### config.mk
export PLATFORM = sky130hd
export DESIGN_NAME = multicycle_control_unit
export DESIGN_NICKNAME = d
export VERILOG_FILES = /design/src/rtl/multicycle_control_unit.sv
export SDC_FILE = /design/constraint.sdc
export NUM_CORES = 1
export LEC_CHECK = 0
export ABC_AREA = 1
export CELL_PAD_IN_SITES_DETAIL_PLACEMENT = 0
export CELL_PAD_IN_SITES_GLOBAL_PLACEMENT = 1
export CORE_AREA = 5 5 48 92
export CTS_BUF_LIST = sky130_fd_sc_hd__clkbuf_8
export CTS_CLUSTER_SIZE = 16
export DETAILED_ROUTE_END_ITERATION = 7
export DIE_AREA = 0 0 53 97
export PLACE_DENSITY_LB_ADDON = 0.25
export SLEW_MARGIN = 20
export SYNTH_ARGS = -nofsm -noshare
export SYNTH_HDL_FRONTEND = slang
export SYNTH_SLANG_ARGS = --single-unit
### constraint.sdc
create_clock -name clk -period 3.4 [get_ports clk]
set_input_delay 0.34 -clock clk [delete_from_list [all_inputs] [get_ports clk]]
set_output_delay 0.34 -clock clk [all_outputs]
set_load 0.05 [all_outputs]
### src/rtl/multicycle_control_unit.sv
// multicycle_control_unit
// Moore-style control FSM for a multi-cycle RISC-V datapath. Each instruction
// is sequenced over 3-5 cycles so one memory port and one ALU can be shared
// between fetch, address generation and execute.
//
// Ports:
//   clk, reset        clock; synchronous active-high reset
//   mem_ready         memory completes the current access this cycle
//   Zero              ALU zero flag from the datapath
//   op/funct3/funct7_5  instruction register fields
//   PCWrite, AdrSrc, MemWrite, IRWrite, ResultSrc, ALUSrcA, ALUSrcB,
//   ImmSrc, RegWrite, ALUControl     datapath mux selects and enables
//   InputSRC, OutputSRC              memory-mapped I/O bus controls
//   IllegalInstr      sticky trap indicator (cleared only by reset)
//   debug_state       current FSM state encoding, for observation only
//
// Memory handshake: the FSM presents an access (FETCH, MEMREAD, MEMWRITE) and
// holds every output stable until mem_ready=1 is sampled on a rising edge;
// that edge completes the access and advances the FSM.
module multicycle_control_unit #(
    parameter bit ENABLE_BNE = 1'b1,
    parameter bit ENABLE_JAL = 1'b1,
    parameter bit ENABLE_IO  = 1'b1
) (
    input  logic       clk,
    input  logic       reset,
    input  logic       mem_ready,
    input  logic       Zero,
    input  logic [6:0] op,
    input  logic [2:0] funct3,
    input  logic       funct7_5,
    output logic       PCWrite,
    output logic       AdrSrc,
    output logic       MemWrite,
    output logic       IRWrite,
    output logic [1:0] ResultSrc,
    output logic [1:0] ALUSrcA,
    output logic [1:0] ALUSrcB,
    output logic [1:0] ImmSrc,
    output logic       RegWrite,
    output logic [2:0] ALUControl,
    output logic       InputSRC,
    output logic       OutputSRC,
    output logic       IllegalInstr,
    output logic [3:0] debug_state
);

    typedef enum logic [3:0] {
        FETCH, DECODE, MEMADR, MEMREAD, MEMWB, MEMWRITE, IOREAD, IOWRITE,
        EXECR, EXECI, ALUWB, BRANCH, JAL, TRAP
    } state_t;

    localparam logic [6:0] OP_LOAD   = 7'b0000011;
    localparam logic [6:0] OP_STORE  = 7'b0100011;
    localparam logic [6:0] OP_RTYPE  = 7'b0110011;
    localparam logic [6:0] OP_ITYPE  = 7'b0010011;
    localparam logic [6:0] OP_BRANCH = 7'b1100011;
    localparam logic [6:0] OP_JAL    = 7'b1101111;

    localparam logic [2:0] ALU_ADD = 3'b000;
    localparam logic [2:0] ALU_SUB = 3'b001;
    localparam logic [2:0] ALU_AND = 3'b010;
    localparam logic [2:0] ALU_OR  = 3'b011;
    localparam logic [2:0] ALU_SLT = 3'b101;
    localparam logic [2:0] ALU_SRA = 3'b110;

    // Registered Moore outputs plus the qualifiers the Mealy terms need.
    typedef struct packed {
        logic       adr_src;
        logic       mem_write;
        logic       reg_write;
        logic [1:0] result_src;
        logic [1:0] alu_src_a;
        logic [1:0] alu_src_b;
        logic [2:0] alu_control;
        logic       input_src;
        logic       output_src;
        logic       illegal;
        logic       jal_pc;     // unconditional PC write (JAL)
        logic       fetch;      // IRWrite/PCWrite gated by mem_ready
        logic       branch;     // PCWrite gated by Zero
        logic       bne;        // invert Zero for bne
    } moore_t;

    state_t state;
    state_t next_state;
    moore_t ctl_q;

    function automatic logic [2:0] funct_alu(logic [6:0] o, logic [2:0] f3, logic f75);
        case (f3)
            3'b000:  return (o[5] && f75) ? ALU_SUB : ALU_ADD;
            3'b010:  return ALU_SLT;
            3'b110:  return ALU_OR;
            3'b111:  return ALU_AND;
            3'b101:  return f75 ? ALU_SRA : ALU_ADD;
            default: return ALU_ADD;
        endcase
    endfunction

    function automatic moore_t moore_of(state_t s, logic [6:0] o, logic [2:0] f3, logic f75);
        moore_t m;
        m = '0;
        case (s)
            FETCH:    begin m.alu_src_b = 2'b10; m.result_src = 2'b10; m.fetch = 1'b1; end
            DECODE:   begin m.alu_src_a = 2'b01; m.alu_src_b = 2'b01; end
            MEMADR:   begin m.alu_src_a = 2'b10; m.alu_src_b = 2'b01; end
            MEMREAD:  m.adr_src = 1'b1;
            MEMWB:    begin m.result_src = 2'b01; m.reg_write = 1'b1; end
            MEMWRITE: begin m.adr_src = 1'b1; m.mem_write = 1'b1; end
            IOREAD:   begin m.input_src = 1'b1; m.reg_write = 1'b1; end
            IOWRITE:  m.output_src = 1'b1;
            EXECR:    begin m.alu_src_a = 2'b10; m.alu_control = funct_alu(o, f3, f75); end
            EXECI:    begin
                m.alu_src_a   = 2'b10;
                m.alu_src_b   = 2'b01;
                m.alu_control = funct_alu(o, f3, f75);
            end
            ALUWB:    m.reg_write = 1'b1;
            BRANCH:   begin
                m.alu_src_a   = 2'b10;
                m.alu_control = ALU_SUB;
                m.branch      = 1'b1;
                m.bne         = f3[0];
            end
            JAL:      begin m.alu_src_a = 2'b01; m.alu_src_b = 2'b10; m.jal_pc = 1'b1; end
            TRAP:     m.illegal = 1'b1;
            default:  m = '0;
        endcase
        return m;
    endfunction

    always_comb begin
        next_state = state;
        case (state)
            FETCH:    next_state = mem_ready ? DECODE : FETCH;
            DECODE: begin
                case (op)
                    OP_LOAD:   next_state = (ENABLE_IO && funct3 == 3'b111) ? IOREAD : MEMADR;
                    OP_STORE:  next_state = (ENABLE_IO && funct3 == 3'b111) ? IOWRITE : MEMADR;
                    OP_RTYPE:  next_state = EXECR;
                    OP_ITYPE:  next_state = EXECI;
                    OP_BRANCH: next_state = (funct3 == 3'b000 || (ENABLE_BNE && funct3 == 3'b001))
                                            ? BRANCH : TRAP;
                    OP_JAL:    next_state = ENABLE_JAL ? JAL : TRAP;
                    default:   next_state = TRAP;
                endcase
            end
            // op[5] separates stores (0100011) from loads (0000011).
            MEMADR:   next_state = op[5] ? MEMWRITE : MEMREAD;
            MEMREAD:  next_state = mem_ready ? MEMWB : MEMREAD;
            MEMWRITE: next_state = mem_ready ? FETCH : MEMWRITE;
            EXECR, EXECI, JAL: next_state = ALUWB;
            MEMWB, IOREAD, IOWRITE, ALUWB, BRANCH: next_state = FETCH;
            TRAP:     next_state = TRAP;
            default:  next_state = FETCH;
        endcase
    end

    // Outputs are registered from the state being entered, so each state's
    // Moore outputs are valid for the whole cycle it occupies.
    always_ff @(posedge clk) begin
        if (reset) begin
            state <= FETCH;
            ctl_q <= moore_of(FETCH, op, funct3, funct7_5);
        end else begin
            state <= next_state;
            ctl_q <= moore_of(next_state, op, funct3, funct7_5);
        end
    end

    // Write enables are forced low while reset is held, whatever the state.
    assign PCWrite   = ~reset & (ctl_q.jal_pc | (ctl_q.fetch & mem_ready)
                                 | (ctl_q.branch & (Zero ^ ctl_q.bne)));
    assign IRWrite   = ~reset & ctl_q.fetch & mem_ready;
    assign MemWrite  = ~reset & ctl_q.mem_write;
    assign RegWrite  = ~reset & ctl_q.reg_write;
    assign OutputSRC = ~reset & ctl_q.output_src;

    assign AdrSrc       = ctl_q.adr_src;
    assign ResultSrc    = ctl_q.result_src;
    assign ALUSrcA      = ctl_q.alu_src_a;
    assign ALUSrcB      = ctl_q.alu_src_b;
    assign ALUControl   = ctl_q.alu_control;
    assign InputSRC     = ctl_q.input_src;
    assign IllegalInstr = ctl_q.illegal;
    assign debug_state  = state;

    always_comb begin
        case (op)
            OP_LOAD, OP_ITYPE: ImmSrc = 2'b00;
            OP_STORE:          ImmSrc = 2'b01;
            OP_BRANCH:         ImmSrc = 2'b10;
            OP_JAL:            ImmSrc = 2'b11;
            default:           ImmSrc = 2'b00;
        endcase
    end

endmodule
Yosys cells after proc, flatten, opt, wreduce, memory -nomap -nowiden. Index checks and enable logic that the tools add are counted.

Bits in registers: 23. Latch bits: 0. Memory bits (writable): 0. Bits in read-only memories: 0. Input bits: 15. Memories: 0.

$add $sub $neg: 0. Multiply operators: 0. Div/mod/pow operators: 0. $lt $le $gt $ge: 0. Equality and inequality tests: 32. Shifts and indexed selects: 0. Mux-type cells: 26. Bitwise gates (word level): 13. Reductions and logical operators: 14.

Operators by type and width (count): $eq A4 B4 Y1 const B (10); $pmux W4 S7 (1); $pmux W4 S6 (1); $mux W3 (7); $eq A4 B3 Y1 const B (5); $eq A4 B2 Y1 const B (4); $pmux W3 S5 (1); $eq A7 B6 Y1 const B (2); $eq A7 B7 Y1 const B (2); $pmux W2 S2 (3); $mux W1 (10); $reduce_or A2 Y1 (5); $eq A3 B3 Y1 const B (3); $reduce_or A3 Y1 (3); $and A1 B1 Y1 (8); $eq A4 B1 Y1 const B (2); $logic_not A4 Y1 (2); $eq A7 B2 Y1 const B (1); $eq A7 B5 Y1 const B (1); $pmux W2 S3 (1); $pmux W3 S2 (1); $reduce_or A4 Y1 (1); $eq A3 B1 Y1 const B (1); $eq A3 B2 Y1 const B (1); 7 further kinds (9).

Depth between registers and ports, before layout. Gate-level depths: netlist of run 1.

Depth after elaboration: 8. Depth in mapped cells: 12. Depth with buffers taken out: 12.

Worst setup path after synthesis of run 1. No wires, ideal clock.

Path kind: input -> output. From: in op[6]. To: out ImmSrc[0]. Arrival: 1.709 ns. Required time: 3.060 ns. Slack: 1.351 ns. Cell stages on the path: 3. Path through: inv_2 > nand3_1 > o21ai_0.

Cells in the longest elaborated chain, start to end: 2.

RTL lines: start, declared (line 29) `input logic [6:0] op,`; $eq A7 B7 Y1 or $eq A7 B6 Y1 (tied branches) (line 189) `case (op)`; $pmux W2 S3 (*) (line 189); end, declared (line 39) `output logic [1:0] ImmSrc,`.

Every way passes the cells marked *; elsewhere a longest branch is shown, timed or not.

Final worst setup path of run 1.
From: in op[1]. To: out ImmSrc[0].

Same word-level chain as after synthesis.

==> summary.md, run 1 <==
| Metric | Value |
|---|---|
| Initial antenna violation count | `0` |
| CTS clock-pin slew for the worst setup and hold paths | `70 ps` |
| Dpl hpwl | `about 2700 µm` |
| Top cells by area, synth | `dfxtp_1, nand2_1, nor2_1` |
| Multi-input combinational cell area | `about 680 µm²` |
| RSZ-0062 raised after global routing | `no` |
| Clock tree buffer depth | `2` |
| Post-placement cell count | `~250` |
| I/O Buffers | `37` |
| Fmax | `0.409 GHz` |
| Vias/cell | `4.60` |
| CP Launch Type | `input pin` |
| Crit-path max FO | `4` |
| CP arrival | `2110 ps` |
| Seq/Total Area, Yosys | `33.8%` |
| Max-cap violations | `0` |
| Ys flop type | `dfxtp_1` |
| Final GP Congestion | `0.861` |
| Worst skew pair latency | `260 ps` |
| Post-synthesis cell area | `about 1300 µm²` |
| CTS root buf | `clkbuf_8` |
| Post-synth EDFFs | `0` |
| Max VDD drop | `0.513 mV` |
| Final Hold Fails | `0` |
| DR DRC count | `0` |
| Vias in the first global route | `1209` |
| Pin count of the biggest net entering global routing | `13` |
| Static leakage | `0.737 nW` |
| Hold WC Path Type | `reg -> reg` |
| Yosys cell types | `27` |
| Core Util, Final | `47.5%` |
| Die width | `between 50 and 60 µm` |
| Syn avg cell area | `7.57 µm²` |
| Final Skew | `1.88 ps` |
| Fin crit period | `2450 ps` |
| Die ar. | `5140 µm²` |
| Async S/R FF share, synth | `0%` |
| Clk sinks | `22` |
| Tot GR Track Use | `13.3%` |
| PostCTS Resize Cnt | `0` |
| Critical Path RT | `between 3000 and 4000 ps` |
| Final Max Tran Viols | `0` |
| FF+latch area | `approximately 440 µm²` |
| Synth Instances | `172` |
| Max_slew headroom | `66.1%` |
| Cts hold-fix bufs | `0` |
| Final Setup Violations | `0` |
| Mapped Nets | `roughly 190` |
| CTS Buf Count | `3` |
| Height of the chip | `97 µm` |
| Area of the core | `3610 µm²` |
| Avg WL per Cell | `12.4 µm` |
| # Post-CTS Setup Buffers | `0` |
| Synth top area share | `between 30% and 40%` |
| Initial core utilization | `36.1%` |
| Final Net Count | `219` |
| Final setup TNS | `0 ps` |
| PD cells | `857 nW/µm²` |
| Worst slew pin tran | `506 ps` |
| Critical Path End Type | `primary output` |
| Cell taking the most area after synthesis | `dfxtp_1` |
| Vias | `1158` |
| N_diodes | `0` |
| FILL cells | `375` |
| Final Cycle Share | `72.0%` |
| Share of layout cells above drive strength 1 | `25.1%` |
| Status | `completed` |
| Row cnt | `31` |
| CTS tree | `done` |
| H-tree levels | `1` |
| Grt total ovfl | `0` |
| First-pass GRT wire length | `5230 µm` |
| Post-Route WL | `3130 µm` |
| Yosys warning count | `0` |
| Layout area overhead | `31.6%` |
| Layout Cells excl Fill | `252` |
| Critical path type | `in -> out` |
| Iteration-0 DRC Markers | `5` |
| Routed Antenna Nets | `0` |
| Synthesized flop and latch total | `22` |
| IO Pins | `38` |
| Drt first pass iters | `4` |
## cell type report
cell class                      instances  area share [%]
Clock buffer                            4            3.21
Inverter                               24            5.69
Multi-Input combinational cell        115            39.8
Sequential cell                        22            25.7
Tap cell                               49            3.58
Timing Repair Buffer                   38            22.0
## metal layers
metal  up-vias  wire length, µm  track usage (%)
met1       521             1080             12.1
met3         9              161             2.77
met5         -                0                0
met4         0              119             6.89
li1        599                -                -
met2        29             1770             25.4
## cell usage after synthesis (2+ instances only)
cell type / count
nor2_1: 20
nand2_1: 23
nand4_1: 4
inv_4: 3
dfxtp_1: 22
nand2_4: 5
o21ai_1: 4
a21oi_1: 6
nand3_2: 5
o21ai_0: 2
nor3_1: 5
nand3_1: 11
and3_1: 2
inv_2: 8
nor4_1: 2
nor2_2: 7
nand2_2: 10
nor2_4: 4
inv_1: 13
buf_4: 9
## cell families after synthesis
group	after synthesis	share of synthesized area (%)
flops	22	33.8
buf+inv	35	13.8
simple gates	101	45.8
xor+xnor	1	0.673
compound gates	13	5.86
## stage by stage
stage	hold slack, ps	area, µm²	power, mW	setup WS [ps]
5_1_grt	638	1710	1.58	825
3_5_place_dp	571	1660	1.30	922
2_1_floorplan	409	1300	1.10	1350
3_3_place_gp	573	1660	1.29	968
4_1_cts	583	1710	1.49	929
6_report	577	1710	1.47	952
## power breakdown
part	internal, mW	switching (mW)
clock	0.103	0.0834
sequential	0.325	0.0506
combinational	0.285	0.622
## state kept, by name, summed over array words and instances (netlist names)
name          cells
InputSRC          1
debug_state       4
AdrSrc            1
ALUControl        3
ALUSrcB           2
ResultSrc         1
ctl_q             7
ALUSrcA           2
IllegalInstr      1
## final timing paths
path	from	to	slack, ps	cells after the start
worst max register to register	debug_state[1]	ALUSrcB[1]	1820	8
worst min-delay path	debug_state[0]	ResultSrc[0]	580	2
worst max-delay path	op[1]	ImmSrc[0]	950	6
worst min register to register	debug_state[0]	ResultSrc[0]	580	2
## worst max-delay path: stages
cell	delay [ps]
clkdlybuf4s50_1	470
nand2_2	90
inv_1	60
nand3_1	130
o21ai_0	190
clkdlybuf4s50_1	820
## layout by cell type (no fill, tap or decap)
cell,netlist,routed
nor2_2,7,7
nand3_4,1,1
buf_4,9,1
clkbuf_8,0,4
inv_4,3,3
and3_1,2,2
inv_2,8,8
nor3_1,5,5
nand2_2,10,10
inv_1,13,13
o21ai_1,4,4
nand4_1,4,4
nand2_4,5,5
nand3_1,11,11
clkdlybuf4s50_1,0,37
a21oi_4,1,1
a21oi_1,6,6
dfxtp_1,22,22
o21ai_0,2,2
nand2_1,23,23
nor2_1,20,20
xor2_1,1,1
nor2_8,1,1
nor3_2,1,1
nor4_1,2,2
nand3_2,5,5
nor2_4,4,4
Power figures use the tool's default switching activity.
==> run 2, diff against run 1 <==
Settings changed: CORE_AREA 5 5 48 92 to 5 5 52 100, DIE_AREA 0 0 53 97 to 0 0 57 105.
Clock period 3.4 ns to 2.2 ns, I/O delays scaled along.
==> run 2 against run 1 <==
Against the previous run:
- clock power increased by 34%
- clock-buffer cell count decreased by 1
- critical path depth down 5
- clock skew up 1.9 ps
- register-to-register slack lost 1200 ps
- first-iteration DRC count grew to 4.0 times the previous value
- cell count up 2.0%
- setup slack got worse by 650 ps
- largest cell class unchanged
==> summary.md, run 2 (synthesis results as in run 1) <==
| Metric | Value |
|---|---|
| Status | `completed` |
| Final GP Congestion | `0.844 (-2.0%)` |
| Post-Route WL | `3320 µm (+6.1%)` |
| Routed Antenna Nets | `0 (unchanged)` |
| Max-cap violations | `0 (unchanged)` |
| Final Cycle Share | `86.3%` |
| Static leakage | `0.768 nW (+4.3%)` |
| Initial antenna violation count | `0 (unchanged)` |
| CTS clock-pin slew for the worst setup and hold paths | `80 ps (about the same)` |
| Pin count of the biggest net entering global routing | `12 (-1)` |
| Final setup TNS | `0 ps (unchanged)` |
| Fin crit period | `between 1500 and 2000 ps` |
| Vias/cell | `4.51 (-1.9%)` |
| Worst reg-to-reg setup slack | `630 ps (-1190 ps)` |
| Dpl hpwl | `2840 µm (+6.5%)` |
| R2r endpoint | `ALUSrcB[0]` |
| Initial core utilization | `30.0% (-6.1 points)` |
| CTS Buf Count | `3 (unchanged)` |
| I/O Buffers | `37 (unchanged)` |
| Max VDD drop | `0.719 mV (+40%)` |
| Largest register FFs | `7 (unchanged)` |
| WP buf/inv | `1 (-2)` |
| Worst slew pin tran | `505 ps (-1.75 ps)` |
| Final Skew | `3.81 ps (+1.93 ps)` |
| Multi-input combinational cell area | `682 µm² (unchanged)` |
| N_diodes | `0 (unchanged)` |
| Final Hold Fails | `0 (unchanged)` |
| Hold WC Path Type | `reg -> reg` |
| CTS root buf | `clkbuf_8` |
| Largest delay share family, worst path | `buffers and inverters` |
| Final Max Tran Viols | `0 (unchanged)` |
| Row cnt | `34 (+9.7%)` |
| FF+latch area | `440 µm² (unchanged)` |
| Share of layout cells above drive strength 1 | `28.6% (+3.4 points)` |
| RSZ-0062 raised after global routing | `no` |
| Tot GR Track Use | `12.1% (-1.2 points)` |
| Area of the core | `4340 µm² (+20%)` |
| Die width | `57 µm (+7.5%)` |
| Crit-path max FO | `9 (+5)` |
| CP max-delay cell | `clkdlybuf4s50_1` |
| Vias in the first global route | `1229 (+1.7%)` |
| Placed Area | `1740 µm² (+5.1%)` |
| Hold path endpoint | `ResultSrc[0]` |
| Clock tree buffer depth | `2 (unchanged)` |
| CTS tree | `done` |
| # Post-CTS Setup Buffers | `0 (unchanged)` |
| DR DRC count | `0 (unchanged)` |
| Final Setup Violations | `0 (unchanged)` |
| Fmax | `0.527 GHz` |
| Grt total ovfl | `0 (unchanged)` |
| Vias | `1159 (+0.086%)` |
| Drt first pass iters | `3 (-1)` |
| Reg-to-reg startpoint | `debug_state[1]` |
| Worst skew pair latency | `270 ps (about the same)` |
| CP Cell Sequence | `clkdlybuf4s50_1` |
| Worst path max stage delay | `880 ps (+60 ps)` |
| CP Launch Type | `register` |
| Die ar. | `5990 µm² (+16%)` |
| Max_slew headroom | `66.2% (+0.12 points)` |
| Avg WL per Cell | `12.9 µm (+4.0%)` |
| Hold path cells | `2 (unchanged)` |
| Critical Path End Type | `primary output` |
| PD cells | `1270 nW/µm² (+48%)` |
| PostCTS Resize Cnt | `0 (unchanged)` |
| Design area | `1780 µm² (+4.1%)` |
| CP arrival | `1680 ps (-430 ps)` |
| Reg2Reg Depth | `8 (unchanged)` |
| Iteration-0 DRC Markers | `20 (+15)` |
| Most frequent cells in the layout | `clkdlybuf4s50_1, nand2_1, dfxtp_1, nor2_1, inv_1` |
| Overall power | `2.26 mW (+54%)` |
| Reg with most FFs | `ctl_q` |
| Height of the chip | `105 µm (+8.2%)` |
| Worst Hold Launch | `debug_state[0]` |
| Critical path type | `reg -> out` |
| Critical Path RT | `1980 ps (-1080 ps)` |
| First-pass GRT wire length | `5690 µm (+8.8%)` |
| Layout area overhead | `37.0%` |
| FILL cells | `459 (+22%)` |
| Cts hold-fix bufs | `0 (unchanged)` |
| IO Pins | `38 (unchanged)` |
| Most common cell after layout, fill and taps aside | `clkdlybuf4s50_1` |
| H-tree levels | `1 (unchanged)` |
| Core Util, Final | `41.1% (-6.4 points)` |
| Clk sinks | `22 (unchanged)` |
| Final Net Count | `220 (+0.46%)` |
run 2: changes by cell type in the layout (fill, tap and decap cells not counted):
cell	before	now
buf_12	0	7
clkbuf_8	4	3
buf_4	1	2
clkdlybuf4s50_1	37	30
run 2: stage by stage:
stage               std cells  hold WS [ps]  worst slack (ps)
floorplan                 172           289               391
global placement          254           582               332
CTS                       257           583               288
global route              257           601               227
detailed placement        254           571               332
finish                    257           583               301
run 2: where the power goes:
part,internal (mW),switching (mW),leakage [nW]
sequential,0.503,0.0809,0.179
combinational,0.469,0.960,0.567
clock,0.122,0.127,0.0216
run 2: area by class of cell:
type	instances	area share, %
Tap cell	54	3.79
Sequential cell	22	24.7
Inverter	24	5.47
Clock buffer	3	2.31
Timing Repair Buffer	39	25.5
Multi-Input combinational cell	115	38.2
run 2: layer usage:
metal / part of all wire, % / vias up / track usage [%]
met4: 4.9 / 0 / 8.29
met2: 58 / 26 / 23.2
li1: - / 598 / -
met1: 34 / 526 / 10.8
met3: 3.7 / 9 / 1.85
met5: 0 / - / 0
run 2: how the worst max path moves through the flow:
stage                        start             end  slack, ps  cells past startpoint
finish              debug_state[1]  debug_state[1]        300                      1
global route        debug_state[1]  debug_state[1]        230                      1
CTS                 debug_state[1]  debug_state[1]        290                      1
global placement         mem_ready      ALUSrcB[0]        330                     10
floorplan                    op[6]       ImmSrc[0]        390                      3
detailed placement       mem_ready      ALUSrcA[1]        330                     10
